`config.mk`:
```
export PLATFORM = sky130hd
export DESIGN_NAME = bram_result_writer
export DESIGN_NICKNAME = d
export VERILOG_FILES = /design/src/rtl/bram_result_writer.sv
export SDC_FILE = /design/constraint.sdc
export NUM_CORES = 1
export LEC_CHECK = 0
export ABC_CLOCK_PERIOD_IN_PS = 3100
export CAP_MARGIN = 25
export CORE_ASPECT_RATIO = 0.7
export CORE_MARGIN = 2
export CORE_UTILIZATION = 52
export CTS_CLUSTER_DIAMETER = 80
export CTS_CLUSTER_SIZE = 40
export DETAILED_ROUTE_END_ITERATION = 10
export HOLD_SLACK_MARGIN = 0.02
export PLACE_DENSITY = 0.84
export RECOVER_POWER = 25
export REMOVE_ABC_BUFFERS = 1
export SLEW_MARGIN = 20
export SYNTH_ARGS = -nofsm -noshare
export SYNTH_HDL_FRONTEND = slang
export SYNTH_SLANG_ARGS = --single-unit
export TNS_END_PERCENT = 5
```
`constraint.sdc`:
```
create_clock -name clk -period 3.1 [get_ports clk]
set_input_delay 0.62 -clock clk [delete_from_list [all_inputs] [get_ports clk]]
set_output_delay 0.62 -clock clk [all_outputs]
set_load 0.005 [all_outputs]
```
`src/rtl/bram_result_writer.sv`:
```
// bram_result_writer: copies a packed word vector into a single-port BRAM
// starting at BASE_ADDR, then reads every word back and compares it with the
// captured copy. It reports the index of the first word that read back wrong.
module bram_result_writer #(
    parameter int NUM_WORDS    = 8,
    parameter int W            = 8,
    parameter int ADDR_WIDTH   = 15,
    parameter int BASE_ADDR    = 16384,
    parameter int READ_LATENCY = 2
) (
    input  logic                         clk,
    input  logic                         rst_n,
    input  logic                         start,
    input  logic [NUM_WORDS*W-1:0]       data_in,
    output logic                         busy,
    output logic                         done,
    output logic                         verify_err,
    output logic [$clog2(NUM_WORDS)-1:0] err_index,
    output logic                         bram_en,
    output logic                         bram_ren,
    output logic                         bram_wen,
    output logic [ADDR_WIDTH-1:0]        bram_addr,
    output logic [W-1:0]                 bram_din,
    input  logic [W-1:0]                 bram_dout
);

    localparam int IW = $clog2(NUM_WORDS);
    // One extra bit so the counter can hold NUM_WORDS itself as the terminal value.
    localparam int CW = IW + 1;
    localparam logic [CW-1:0]         CNT_END  = CW'(NUM_WORDS);
    localparam logic [IW-1:0]         LAST_IDX = IW'(NUM_WORDS - 1);
    localparam logic [ADDR_WIDTH-1:0] BASE     = ADDR_WIDTH'(BASE_ADDR);

    typedef enum logic [1:0] {IDLE, WRITE, VERIFY, DONE} state_t;

    state_t                  state_reg, state_next;
    logic [CW-1:0]           cnt_reg, cnt_next;
    logic [NUM_WORDS*W-1:0]  shadow_reg, shadow_next;
    logic                    en_reg, en_next;
    logic                    ren_reg, ren_next;
    logic                    wen_reg, wen_next;
    logic [ADDR_WIDTH-1:0]   addr_reg, addr_next;
    logic [W-1:0]            din_reg, din_next;
    logic                    busy_reg, busy_next;
    logic                    done_reg, done_next;
    logic                    err_reg, err_next;
    logic [IW-1:0]           err_idx_reg, err_idx_next;

    // Outstanding-read tracker. Stage s is valid s+1 edges after its read was issued.
    logic [READ_LATENCY-1:0] vld_reg;
    logic [IW-1:0]           vidx_reg [READ_LATENCY];
    logic                    push_vld;
    logic [IW-1:0]           push_idx;

    // Shadow register viewed as an array of words.
    logic [W-1:0]            shadow_words [NUM_WORDS];

    genvar gi;
    generate
        for (gi = 0; gi < NUM_WORDS; gi++) begin : g_words
            assign shadow_words[gi] = shadow_reg[gi*W +: W];
        end
    endgenerate

    assign busy       = busy_reg;
    assign done       = done_reg;
    assign verify_err = err_reg;
    assign err_index  = err_idx_reg;
    assign bram_en    = en_reg;
    assign bram_ren   = ren_reg;
    assign bram_wen   = wen_reg;
    assign bram_addr  = addr_reg;
    assign bram_din   = din_reg;

    // Register the control state, the bus and the status outputs.
    always_ff @(posedge clk or negedge rst_n) begin
        if (!rst_n) begin
            state_reg   <= IDLE;
            cnt_reg     <= '0;
            shadow_reg  <= '0;
            en_reg      <= 1'b0;
            ren_reg     <= 1'b0;
            wen_reg     <= 1'b0;
            addr_reg    <= BASE;
            din_reg     <= '0;
            busy_reg    <= 1'b0;
            done_reg    <= 1'b0;
            err_reg     <= 1'b0;
            err_idx_reg <= '0;
        end else begin
            state_reg   <= state_next;
            cnt_reg     <= cnt_next;
            shadow_reg  <= shadow_next;
            en_reg      <= en_next;
            ren_reg     <= ren_next;
            wen_reg     <= wen_next;
            addr_reg    <= addr_next;
            din_reg     <= din_next;
            busy_reg    <= busy_next;
            done_reg    <= done_next;
            err_reg     <= err_next;
            err_idx_reg <= err_idx_next;
        end
    end

    // Shift the read tracker every cycle; new reads enter at stage 0.
    always_ff @(posedge clk or negedge rst_n) begin
        if (!rst_n) begin
            vld_reg <= '0;
            for (int s = 0; s < READ_LATENCY; s++) begin
                vidx_reg[s] <= '0;
            end
        end else begin
            for (int s = READ_LATENCY - 1; s > 0; s--) begin
                vld_reg[s]  <= vld_reg[s-1];
                vidx_reg[s] <= vidx_reg[s-1];
            end
            vld_reg[0]  <= push_vld;
            vidx_reg[0] <= push_idx;
        end
    end

    // Next-state logic: write sweep, read sweep, and readback compare.
    always_comb begin
        state_next   = state_reg;
        cnt_next     = cnt_reg;
        shadow_next  = shadow_reg;
        en_next      = en_reg;
        ren_next     = ren_reg;
        wen_next     = wen_reg;
        addr_next    = addr_reg;
        din_next     = din_reg;
        busy_next    = busy_reg;
        done_next    = done_reg;
        err_next     = err_reg;
        err_idx_next = err_idx_reg;
        push_vld     = 1'b0;
        push_idx     = '0;

        case (state_reg)
            IDLE, DONE: begin
                if (start) begin
                    // Capture the input and present write 0 on the same edge.
                    shadow_next  = data_in;
                    done_next    = 1'b0;
                    err_next     = 1'b0;
                    err_idx_next = '0;
                    busy_next    = 1'b1;
                    en_next      = 1'b1;
                    wen_next     = 1'b1;
                    ren_next     = 1'b0;
                    addr_next    = BASE;
                    din_next     = data_in[W-1:0];
                    cnt_next     = CW'(1);
                    state_next   = WRITE;
                end
            end

            WRITE: begin
                if (cnt_reg < CNT_END) begin
                    addr_next = BASE + ADDR_WIDTH'(cnt_reg);
                    din_next  = shadow_words[cnt_reg[IW-1:0]];
                    cnt_next  = cnt_reg + CW'(1);
                end else begin
                    // Writes finished: issue read 0 right away.
                    state_next = VERIFY;
                    wen_next   = 1'b0;
                    ren_next   = 1'b1;
                    addr_next  = BASE;
                    push_vld   = 1'b1;
                    push_idx   = '0;
                    cnt_next   = CW'(1);
                end
            end

            VERIFY: begin
                if (cnt_reg < CNT_END) begin
                    addr_next = BASE + ADDR_WIDTH'(cnt_reg);
                    push_vld  = 1'b1;
                    push_idx  = cnt_reg[IW-1:0];
                    cnt_next  = cnt_reg + CW'(1);
                end else begin
                    // All reads issued; keep the BRAM enabled for the last returns.
                    ren_next = 1'b0;
                end

                if (vld_reg[READ_LATENCY-1]) begin
                    if ((bram_dout != shadow_words[vidx_reg[READ_LATENCY-1]]) && !err_reg) begin
                        err_next     = 1'b1;
                        err_idx_next = vidx_reg[READ_LATENCY-1];
                    end
                    if (vidx_reg[READ_LATENCY-1] == LAST_IDX) begin
                        state_next = DONE;
                        done_next  = 1'b1;
                        busy_next  = 1'b0;
                        en_next    = 1'b0;
                        ren_next   = 1'b0;
                        addr_next  = BASE;
                    end
                end
            end

            default: begin
                state_next = IDLE;
            end
        endcase
    end

endmodule

```
# Yosys cells after proc, flatten, opt, wreduce, memory -nomap -nowiden

Cells that the tools add are included.
Widths: inputs -> output; s select.

Bits in registers: 109
Bits in latches: 0
RAM bits: 0
Memory bits (read-only): 0
Output and inout bits: 32
Memories kept: 0

Add/subtract/negate cells: 2
$mul: 0
Div/mod/pow operators: 0
Magnitude comparators: 3
Equality and inequality tests: 12
Shifts and indexed selects: 0
Mux-type cells: 51
Bitwise gates (word level): 2
Reductions and logical operators: 14

Operators with widths:

| operator              | count |
|---|---|
| $mux 15               | 5 |
| $bmux 8 s3            | 2 |
| $mux 8                | 6 |
| $pmux 15 s3           | 1 |
| $pmux 8 s2            | 1 |
| $add 15x4->15 const A | 1 |
| $mux 1                | 15 |
| $mux 3                | 5 |
| $ne 2x2->1 const B    | 7 |
| $mux 4                | 3 |
| $pmux 4 s3            | 1 |
| $reduce_and 4->1      | 3 |
| $pmux 1 s2            | 5 |
| $ge 4x4->1 const B    | 2 |
| $mux 2                | 4 |
| $ne 8x8->1            | 1 |
| $not 3->4             | 2 |
| $pmux 2 s3            | 1 |
| $pmux 3 s2            | 1 |
| $reduce_and 2->1      | 3 |
| $reduce_and 3->1      | 2 |
| $add 4x1->4 const B   | 1 |
| $eq 2x2->1 const B    | 2 |
| $lt 4x4->1 const B    | 1 |
| other kinds (8)       | 9 |

# Longest topological paths before layout

Depth in word-level cells: 9
Mapped depth: 8

# Least setup slack after synthesis

Ideal clock, no wire load.

Kind: flip-flop to flip-flop
From: register vidx_reg[0] (netlist name)
To: register err_idx_reg[0] (netlist: err_index[0])
Library setup time: 0.122 ns
Data arrival time: 2.123 ns
Required time: 2.978 ns
Path slack: 0.855 ns
Stages on the path, launching flop included: 9
Buffers on the path: 2
Cell sequence: dfrtp_1 -> buf_6 -> buf_12 -> mux4_2 -> mux2i_1 -> xor2_1 -> nand4_1 -> or3_4 -> a32o_1

Longest elaborated chain between the ends: 8
Elaborated cells on any way between the ends: 11
Those cells by class: 2 x eq/ne; 6 x mux; 1 x bitwise; 2 x reduce/logical

RTL lines:

| what                                       | RTL line | RTL |
|---|---|---|
| start: declaration                         | 51       | `logic [IW-1:0] vidx_reg [READ_LATENCY];` |
| start signal: indexed assignment           | 116      | `vidx_reg[s] <= vidx_reg[s-1];` |
| $not 3->4 (not written as such)            | 188      | `if ((bram_dout != shadow_words[vidx_reg[READ_LATENCY-1]]) && !err_reg) begin` |
| $bmux 8 s3                                 | 188      |  |
| $mux 8 (not written as such) (2 in series) | 188      |  |
| $ne 8x8->1                                 | 188      |  |
| $logic_and 1x1->1                          | 188      |  |
| $ne 2x2->1 (no line)                       | n/a      |  |
| $reduce_and 4->1 (no line)                 | n/a      |  |
| end signal: assignment                     | 102      | `err_idx_reg <= err_idx_next;` |
| end: declaration                           | 47       | `logic [IW-1:0] err_idx_reg, err_idx_next;` |

Parallel ways exist; a longest one is shown, timed or not. The select of a mux whose other input is x is not followed.
A chain may end at the register's enable or synchronous reset.

# Final worst setup path

From: register vidx_reg[0] (netlist name)
To: register err_idx_reg[2] (netlist: err_index[2])

Longest elaborated chain between the ends: 8

RTL lines:

| what                                       | RTL line |
|---|---|
| $not 3->4 (not written as such)            | 188 |
| $bmux 8 s3                                 | 188 |
| $mux 8 (not written as such) (2 in series) | 188 |
| $ne 8x8->1                                 | 188 |
| $logic_and 1x1->1                          | 188 |
| $ne 2x2->1 (no line)                       | n/a |
| $reduce_and 4->1 (no line)                 | n/a |

Every way passes these cells. The select of a mux whose other input is x is not followed.

==> impl_metrics.json <==
{
  "grt_max_degree": 68,
  "ant_nets": 0,
  "ys_seq_area_frac": 0.511,
  "yosys_warnings": 0,
  "io_pins": 107,
  "holdBufCountCts": 0,
  "ys_ff_latch": 109,
  "cts_resized": 0,
  "worstSetupEndpointType": "flip-flop",
  "grt_overflow_total": 0,
  "fin_crit_sh": 0.857,
  "drive_gt1_frac": 0.235,
  "die_area_mm2": 0.0111,
  "worst_ep_required_time_ns": 3.33,
  "hp-start": "vidx_reg[5]",
  "nets": 586,
  "utilization": 0.691,
  "max_slew_margin": 0.110,
  "rr_startpoint": "vidx_reg[0]",
  "synthDominantCellAreaShare": 0.506,
  "hold_viol_final": 0,
  "via_count": 3762,
  "synth_edf_count": 0,
  "syn_area_mm2": 0.00534,
  "cts_buffers": 9,
  "core_mm2": 0.00983,
  "fin_crit_ns": 2.66,
  "fmax_mhz": 376,
  "drv_slew": 0,
  "p_total_w": 0.00668,
  "async_flop_share": 1.00,
  "pwr_density_cell_mw_per_mm2": 983,
  "htree_num_levels": 3,
  "initial_core_util": 0.543,
  "rsz0062_at_grt": "false",
  "fillers": 699,
  "cts_tree": "done",
  "crit_start": "vidx_reg[0]",
  "p_leak_nw": 2.77,
  "status": "finished clean",
  "ys_types": 42,
  "dr.pass1.iters": 4,
  "post-route-drc-count": 0,
  "die_h_um": 88.8,
  "avgRoutedWirePerCell_um": 19.7,
  "clk_latency_ns": 0.35,
  "critical_path.startpoint_type": "flip-flop",
  "port_buffers": 106,
  "wirelength_mm": 12.6,
  "gp_congestion": 0.803,
  "crit_path_max_fanout": 10,
  "ctsLongestPathBuffers": 2,
  "num_antenna_cells": 0,
  "dr.first_iter.drc_count": 236,
  "avgSynthCellArea_um2": 13.1,
  "postSynthCellCount": 408,
  "vias_per_cell": 5.90,
  "path_clk_slew_ns": 0.07,
  "grt_pass1_wl_mm": 20.5,
  "post-synth-top-area-cell": "dfrtp_1",
  "hpwl_mm": 8.83,
  "setup_viol": 0,
  "drv_cap": 0,
  "tightest_slew_ns": 1.34,
  "peakVddDrop_v": 0.000363,
  "first_global_vias": 3864,
  "antenna_found_initial": 0,
  "postCtsSetupBuffers": 0,
  "ctsRootBufferMaster": "clkbuf_16",
  "fin_skew_ns": 0.00831,
  "synth.area.top_cells": "dfrtp_1 51%, mux2_2 15%, mux4_2 10%",
  "arrival_ns": 2.89,
  "die_w_um": 125,
  "grt_usage": 0.241,
  "num_rows": 30,
  "syn2layout_area_growth_pct": 27.2,
  "ys.flop_type": "dfrtp_1",
  "critPathKind": "flip-flop to flip-flop",
  "tns_ns": 0,
  "min_path_type": "flip-flop to flip-flop",
  "clock-sinks": 109,
  "largest_reg_flops": 64
}
[per-stage QoR]
stage                     instance area, um2  std cells  setup WS [ns]  hold WS [ns]
after global routing                    6800        638          0.133         0.366
after CTS                               6810        638          0.428         0.340
after detailed placement                6520        623          0.453         0.339
after global placement                  6520        623          0.537         0.336
after floorplan                         5200        381          0.199         0.324
final                                   6800        638          0.443         0.364
[cell usage after synthesis (all sizes together), types with 5 or more instances]
cell,instances
a21oi,11
dfrtp,108
mux4,24
nor2,9
inv,5
a22o,7
buf,12
mux2,72
mux2i,21
and2,11
clkbuf,15
ha,5
o21ai,33
nand2,26
[layout by cell type, fill, tap and decap left out, drive strengths merged, types with 2 or more instances in the layout]
master,n
and2,11
clkbuf,11
mux2i,21
o22ai,4
o21ai,33
a21oi,11
a22o,7
dfrtp,108
and3,4
xor2,4
nor2b,3
nor2,9
mux2,72
clkdlybuf4s50,105
nand2b,3
buf,8
or3,4
nand3,2
nand2,26
a32o,3
nor3,4
ha,5
o31ai,4
nand4,3
mux4,24
inv,7
[critical path: stages (launching register included)]
cell and delay [ns]:
dfrtp_1 0.73, mux4_2 0.57, mux2i_1 0.19, xor2_1 0.19
nand4_1 0.21, or3_4 0.40, a32o_1 0.25
[per-layer routing]
layer	vias up	share of wire	GRT usage	wire (um)
li1	1702	-	-	-
met1	1903	0.44	0.331	5530
met2	144	0.48	0.392	6090
met3	13	0.067	0.0653	845
met4	0	0.0090	0.0545	113
met5	-	0	0	0
[where the power goes]
group / internal, W / total [W] / switching (W)
combinational: 0.00171 / 0.00301 / 0.00130
clock: 0.000626 / 0.00113 / 0.000502
sequential: 0.00201 / 0.00254 / 0.000530
total: 0.00434 / 0.00668 / 0.00234
[worst paths after layout]
check	end	slack, ns	cells after the start
worst max-delay path	err_index[2]	0.44	6
max in group asynchronous	shadow_reg[33]	0.67	2
worst min-delay path	vidx_reg[2]	0.36	0
min in group asynchronous	bram_addr[1]	0.57	1
worst min register to register	vidx_reg[2]	0.36	0
worst max register to register	err_index[2]	0.44	6
[area by class of cell]
type | count | area, um2 | share of cell area
Clock buffer | 10 | 229 | 0.0337
Clock inverter | 5 | 60.1 | 0.00884
Inverter | 5 | 18.8 | 0.00276
Multi-Input combinational cell | 267 | 2460 | 0.362
Sequential cell | 109 | 2730 | 0.402
Tap cell | 128 | 160 | 0.0236
Timing Repair Buffer | 114 | 1140 | 0.168
[kinds of logic (layout without fill, tap and decap cells)]
group,after synthesis,after routing,synth area share
muxes,117,117,0.292
DFF,109,109,0.511
and+or+nand+nor,72,72,0.0687
AOI/OAI and AO/OA,69,69,0.0808
buffers and inverters,32,134,0.0288
adders and majority gates,5,5,0.0117
xor gates and xnor gates,4,4,0.00656
Note: power is estimated with default switching activity, not from simulation.
